## src/rtl/nibble_accumulator.sv

```systemverilog
// Multi-operand nibble summing stage with sticky overflow.
// Operands in over valid/ready, one batch total out over valid/ready.
module nibble_accumulator #(
  parameter int NUM_OPS   = 4,
  parameter int ACC_WIDTH = 8
) (
  input  logic                 clk,
  input  logic                 rst_n,
  input  logic                 start,
  input  logic [3:0]           in_data,
  input  logic                 in_valid,
  output logic                 in_ready,
  output logic [ACC_WIDTH-1:0] out_sum,
  output logic                 out_overflow,
  output logic                 out_valid,
  input  logic                 out_ready,
  output logic                 busy,
  output logic [7:0]           op_count
);

  typedef enum logic [1:0] {
    IDLE  = 2'd0,
    ACCUM = 2'd1,
    DONE  = 2'd2
  } state_t;

  state_t               state;
  logic [ACC_WIDTH-1:0] acc;
  logic                 ovf;
  logic [7:0]           cnt;
  logic                 hs;
  logic                 last;
  logic [ACC_WIDTH:0]   sum_w;

  assign hs    = in_valid & (state == ACCUM);
  assign last  = (cnt == 8'(NUM_OPS - 1));
  assign sum_w = {1'b0, acc} + (ACC_WIDTH + 1)'(in_data);

  always_ff @(posedge clk or negedge rst_n) begin
    if (!rst_n) begin
      state <= IDLE;
      acc   <= '0;
      ovf   <= 1'b0;
      cnt   <= '0;
    end else begin
      case (state)
        IDLE: begin
          if (start) begin
            acc   <= '0;
            ovf   <= 1'b0;
            cnt   <= '0;
            state <= ACCUM;
          end
        end
        ACCUM: begin
          if (hs) begin
            acc <= sum_w[ACC_WIDTH-1:0];
            ovf <= ovf | sum_w[ACC_WIDTH];
            cnt <= cnt + 8'd1;
            if (last)
              state <= DONE;
          end
        end
        DONE: begin
          // start is deliberately ignored here, even with out_ready
          if (out_ready)
            state <= IDLE;
        end
        default: state <= IDLE;
      endcase
    end
  end

  assign in_ready     = (state == ACCUM);
  assign out_valid    = (state == DONE);
  assign busy         = (state != IDLE);
  assign out_sum      = acc;
  assign out_overflow = ovf;
  assign op_count     = cnt;

endmodule

```

## config.mk

```make
export PLATFORM = sky130hd
export DESIGN_NAME = nibble_accumulator
export DESIGN_NICKNAME = d
export VERILOG_FILES = /design/src/rtl/nibble_accumulator.sv
export SDC_FILE = /design/constraint.sdc
export NUM_CORES = 1
export LEC_CHECK = 0
export BUFFER_PORTS_ARGS = -buffer_cell sky130_fd_sc_hd__buf_2
export CAP_MARGIN = 10
export CORE_MARGIN = 3
export CORE_UTILIZATION = 35
export CTS_CLUSTER_DIAMETER = 120
export DETAILED_ROUTE_END_ITERATION = 16
export GPL_TIMING_DRIVEN = 0
export REMOVE_ABC_BUFFERS = 1
export SLEW_MARGIN = 40
export SYNTH_ARGS = -nofsm -noshare
export SYNTH_HDL_FRONTEND = slang
export SYNTH_SLANG_ARGS = --single-unit
```

## constraint.sdc

```tcl
create_clock -name clk -period 4.2 [get_ports clk]
set_input_delay 0.21 -clock clk [delete_from_list [all_inputs] [get_ports clk]]
set_output_delay 0.21 -clock clk [all_outputs]
set_load 0.02 [all_outputs]
```

==> summary.md <==
| Metric | Value |
|---|---|
| Status | `finished, final reports clean` |
| Startpoint Class | `flop` |
| Share of post-route cells with drive strength above 1 | `0.2632` |
| Antenna Nets Post-Route | `0` |
| Final Max Tran Viols | `0` |
| CP Launch Point | `out_sum[0]$_DFFE_PN0P_` |
| Final WL | `2393 um` |
| Worst path cell trace | `ha_1 -> fa_1 -> a21o_1 -> a21oi_1 -> nor4_1 -> o21a_1` |
| Top-count cell post-synth | `dfrtp_1` |
| RSZ-0062 raised after global routing | `false` |
| Yosys top cell by area | `dfrtp_1` |
| H-tree Lvls | `1` |
| DP HPWL | `1836 um` |
| Fmax | `about 510 MHz` |
| WL met2 | `~1100 um` |
| Yosys top cell area share | `0.4535` |
| Post-Syn Area | `0.001049 mm2` |
| Nets | `149` |
| Final GP Congestion | `0.7839` |
| Mapped Cells | `102` |
| GR Overflow Total | `0` |
| Number of max-cap violations | `0` |
| Crit-path max cell delay | `0.41 ns` |
| Avg Synthesized Cell Area | `a little over 10 um2` |
| Via count | `906` |
| Final worst-path cycle share | `0.4704` |
| Min Hold Slack | `between 0.15 and 0.2 ns` |
| Die area | `0.003689 mm2` |
| Critical Path Sink Type | `flop` |
| Clk Latency, worst-skew pair | `around 0.30 ns` |
| Fin Clk Skew | `0.002278 ns` |
| Clock Tree Buf Depth | `2` |
| Endpoints failing setup | `0` |
| Post-route minimum period | `a little under 2 ns` |
| CTS Buf Count | `3` |
| Cell family with most CP delay | `compound AO/OA/AOI/OAI gates` |
| Met3 wire length | `121 um` |
| Synth cell types | `38` |
| Initial antenna violation count | `0` |
| Critical path arrival | `2.17 ns` |
| Wire length on met1 | `1150 um` |
| Synth top area cells | `dfrtp_1 45%, ha_1 6.0%, nand2_1 3.6%, nor4b_1 3.3%, xnor2_1 3.3%` |
| Rel. slew slack | `0.6079` |
| Area growth syn-to-layout | `19.81%` |
| Hold Path Class | `in -> reg` |
| Clk root buf | `clkbuf_4` |
| Sink Count | `19` |
| Final setup TNS | `0 ns` |
| Setup repair bufs after CTS | `0` |
| Top Metal Used | `met4` |
| Endpoints failing hold | `0` |
| Clock-pin slew of the registers on the worst-case setup and hold paths | `0.11 ns` |
| Lkg Pwr | `0.6195 nW` |
| EDFF count, synth | `0` |
| Most frequently used flop master after synthesis | `dfrtp_1` |
| IO Port Bufs | `28` |
| Height of the chip | `between 60 and 70 um` |
| DR pass1 iterations | `4` |
| Crit path kind | `reg -> reg` |
| Hold wc startpoint | `out_ready` |
| Ys async rst share | `1.000` |
| Vias in the first global route | `around 850` |
| Post-synthesis register bit count | `19` |
| # IOs | `29` |
| Initial core utilization | `0.3738` |
| # fillers | `282` |
| Average wire per standard cell | `14.59 um` |
| Worst r2r src | `out_sum[0]$_DFFE_PN0P_` |
| CTS tree | `done` |
| WP buf/inv | `0` |
| Iter 0 DRT Violations | `31` |
| IR drop worst, VDD | `roughly 0.25 mV` |
| Ys Warns | `0` |
| CP max-delay cell | `dfrtp_1` |
| Sequential area share after synthesis | `0.4535` |
| Via/cell ratio | `approximately 5.5` |
| Wire length of the first global-routing pass | `3926 um` |
| PD cells | `around 680 mW/mm2` |
| DRC Markers | `0` |
| Largest net degree at the start of global routing | `20` |
| GRT Resource Usage Total | `0.1424` |
| Antenna cell count | `0` |
| Cell Rows | `19` |
| Data required, critical path | `4.40 ns` |
| Most common library cells after synthesis | `19 x dfrtp_1, 10 x nand2_1, 8 x nor2_1` |
| Worst-margin pin slew | `0.5828 ns` |
| Crit-path max FO | `5` |
| CORE AREA | `0.002805 mm2` |
| Width of the die | `approximately 61 um` |
-- layout make-up --
type | count | area (um2) | area share
Tap cell | 31 | 38.79 | 0.03088
Timing Repair Buffer | 29 | 150.1 | 0.1195
Sequential cell | 19 | 475.5 | 0.3785
Clock buffer | 4 | 26.28 | 0.02092
Multi-Input combinational cell | 78 | 554.3 | 0.4412
Inverter | 3 | 11.26 | 0.008964
-- worst min-delay path: cells and delay by family --
| family | cells | cell delay, ns |
|---|---|---|
| buf+inv | 2 | 0.15 |
| compound gates | 1 | 0.11 |
-- logic make-up after synthesis --
family,synth area share
DFF,0.4535
adders and majority gates,0.07876
xor gates and xnor gates,0.05012
and+or+nand+nor,0.2029
muxes,0.009547
AOI/OAI and AO/OA,0.1874
buffers and inverters,0.01790
-- what timing repair did --
item / CTS / global route
endpoints found under the hold margin: 19 / 0
resized for setup: 0 / 0
hold buffers: 1 / 0
-- worst paths after layout --
path	cells past startpoint	end	slack [ns]
max	6	out_overflow$_DFFE_PN0P_	2.22
min in group asynchronous	2	out_sum[3]$_DFFE_PN0P_	0.38
min	3	state[1]$_DFFE_PN0P_	0.19
max reg2reg	6	out_overflow$_DFFE_PN0P_	2.22
max in group asynchronous	2	op_count[1]$_DFFE_PN0P_	3.51
min reg2reg	1	out_overflow$_DFFE_PN0P_	0.50
-- report_power, final --
group / switching, mW / internal [mW] / total (mW)
sequential: 0.0861 / 0.247 / 0.333
combinational: 0.258 / 0.176 / 0.434
clock: 0.0563 / 0.0370 / 0.0933
-- per-stage QoR --
stage / cells / util / setup WS (ns) / cell area [um2] / total power, mW
6_report: 164 / 0.4478 / 2.224 / 1256 / 0.8603
5_1_grt: 164 / 0.4478 / 2.091 / 1256 / 0.9395
4_1_cts: 164 / 0.4478 / 2.211 / 1256 / 0.8754
3_5_place_dp: 159 / 0.4349 / 2.231 / 1220 / 0.7763
3_3_place_gp: 159 / 0.4349 / 2.260 / 1220 / 0.7637
2_1_floorplan: 100 / - / 2.302 / 1041 / 0.6313
-- flip-flops by register name (all words and copies together), names as in the netlist --
register	flops
out_sum	8
op_count	8
state	2
out_overflow	1
-- routing by layer --
metal,track usage,up-vias
met5,0,-
met2,0.2275,22
met4,0.02786,0
li1,-,451
met1,0.1904,431
met3,0.04681,2
-- placed cells by master (no fill, tap or decap), types with 2 or more instances in the layout --
master and count:
dfrtp_1 19, a21o_1 2, nor4b_1 4, inv_1 3, nand4_1 2, buf_2 28, nor2_1 8, a211oi_1 2
clkbuf_4 3, a21oi_1 3, nor4_1 2, o31ai_1 3, or4_1 2, o21ai_0 5, nand2_1 10, xor2_1 2
a22o_1 3, nand3_1 2, xnor2_1 4, ha_1 5
Note: power is estimated with default switching activity, not from simulation.
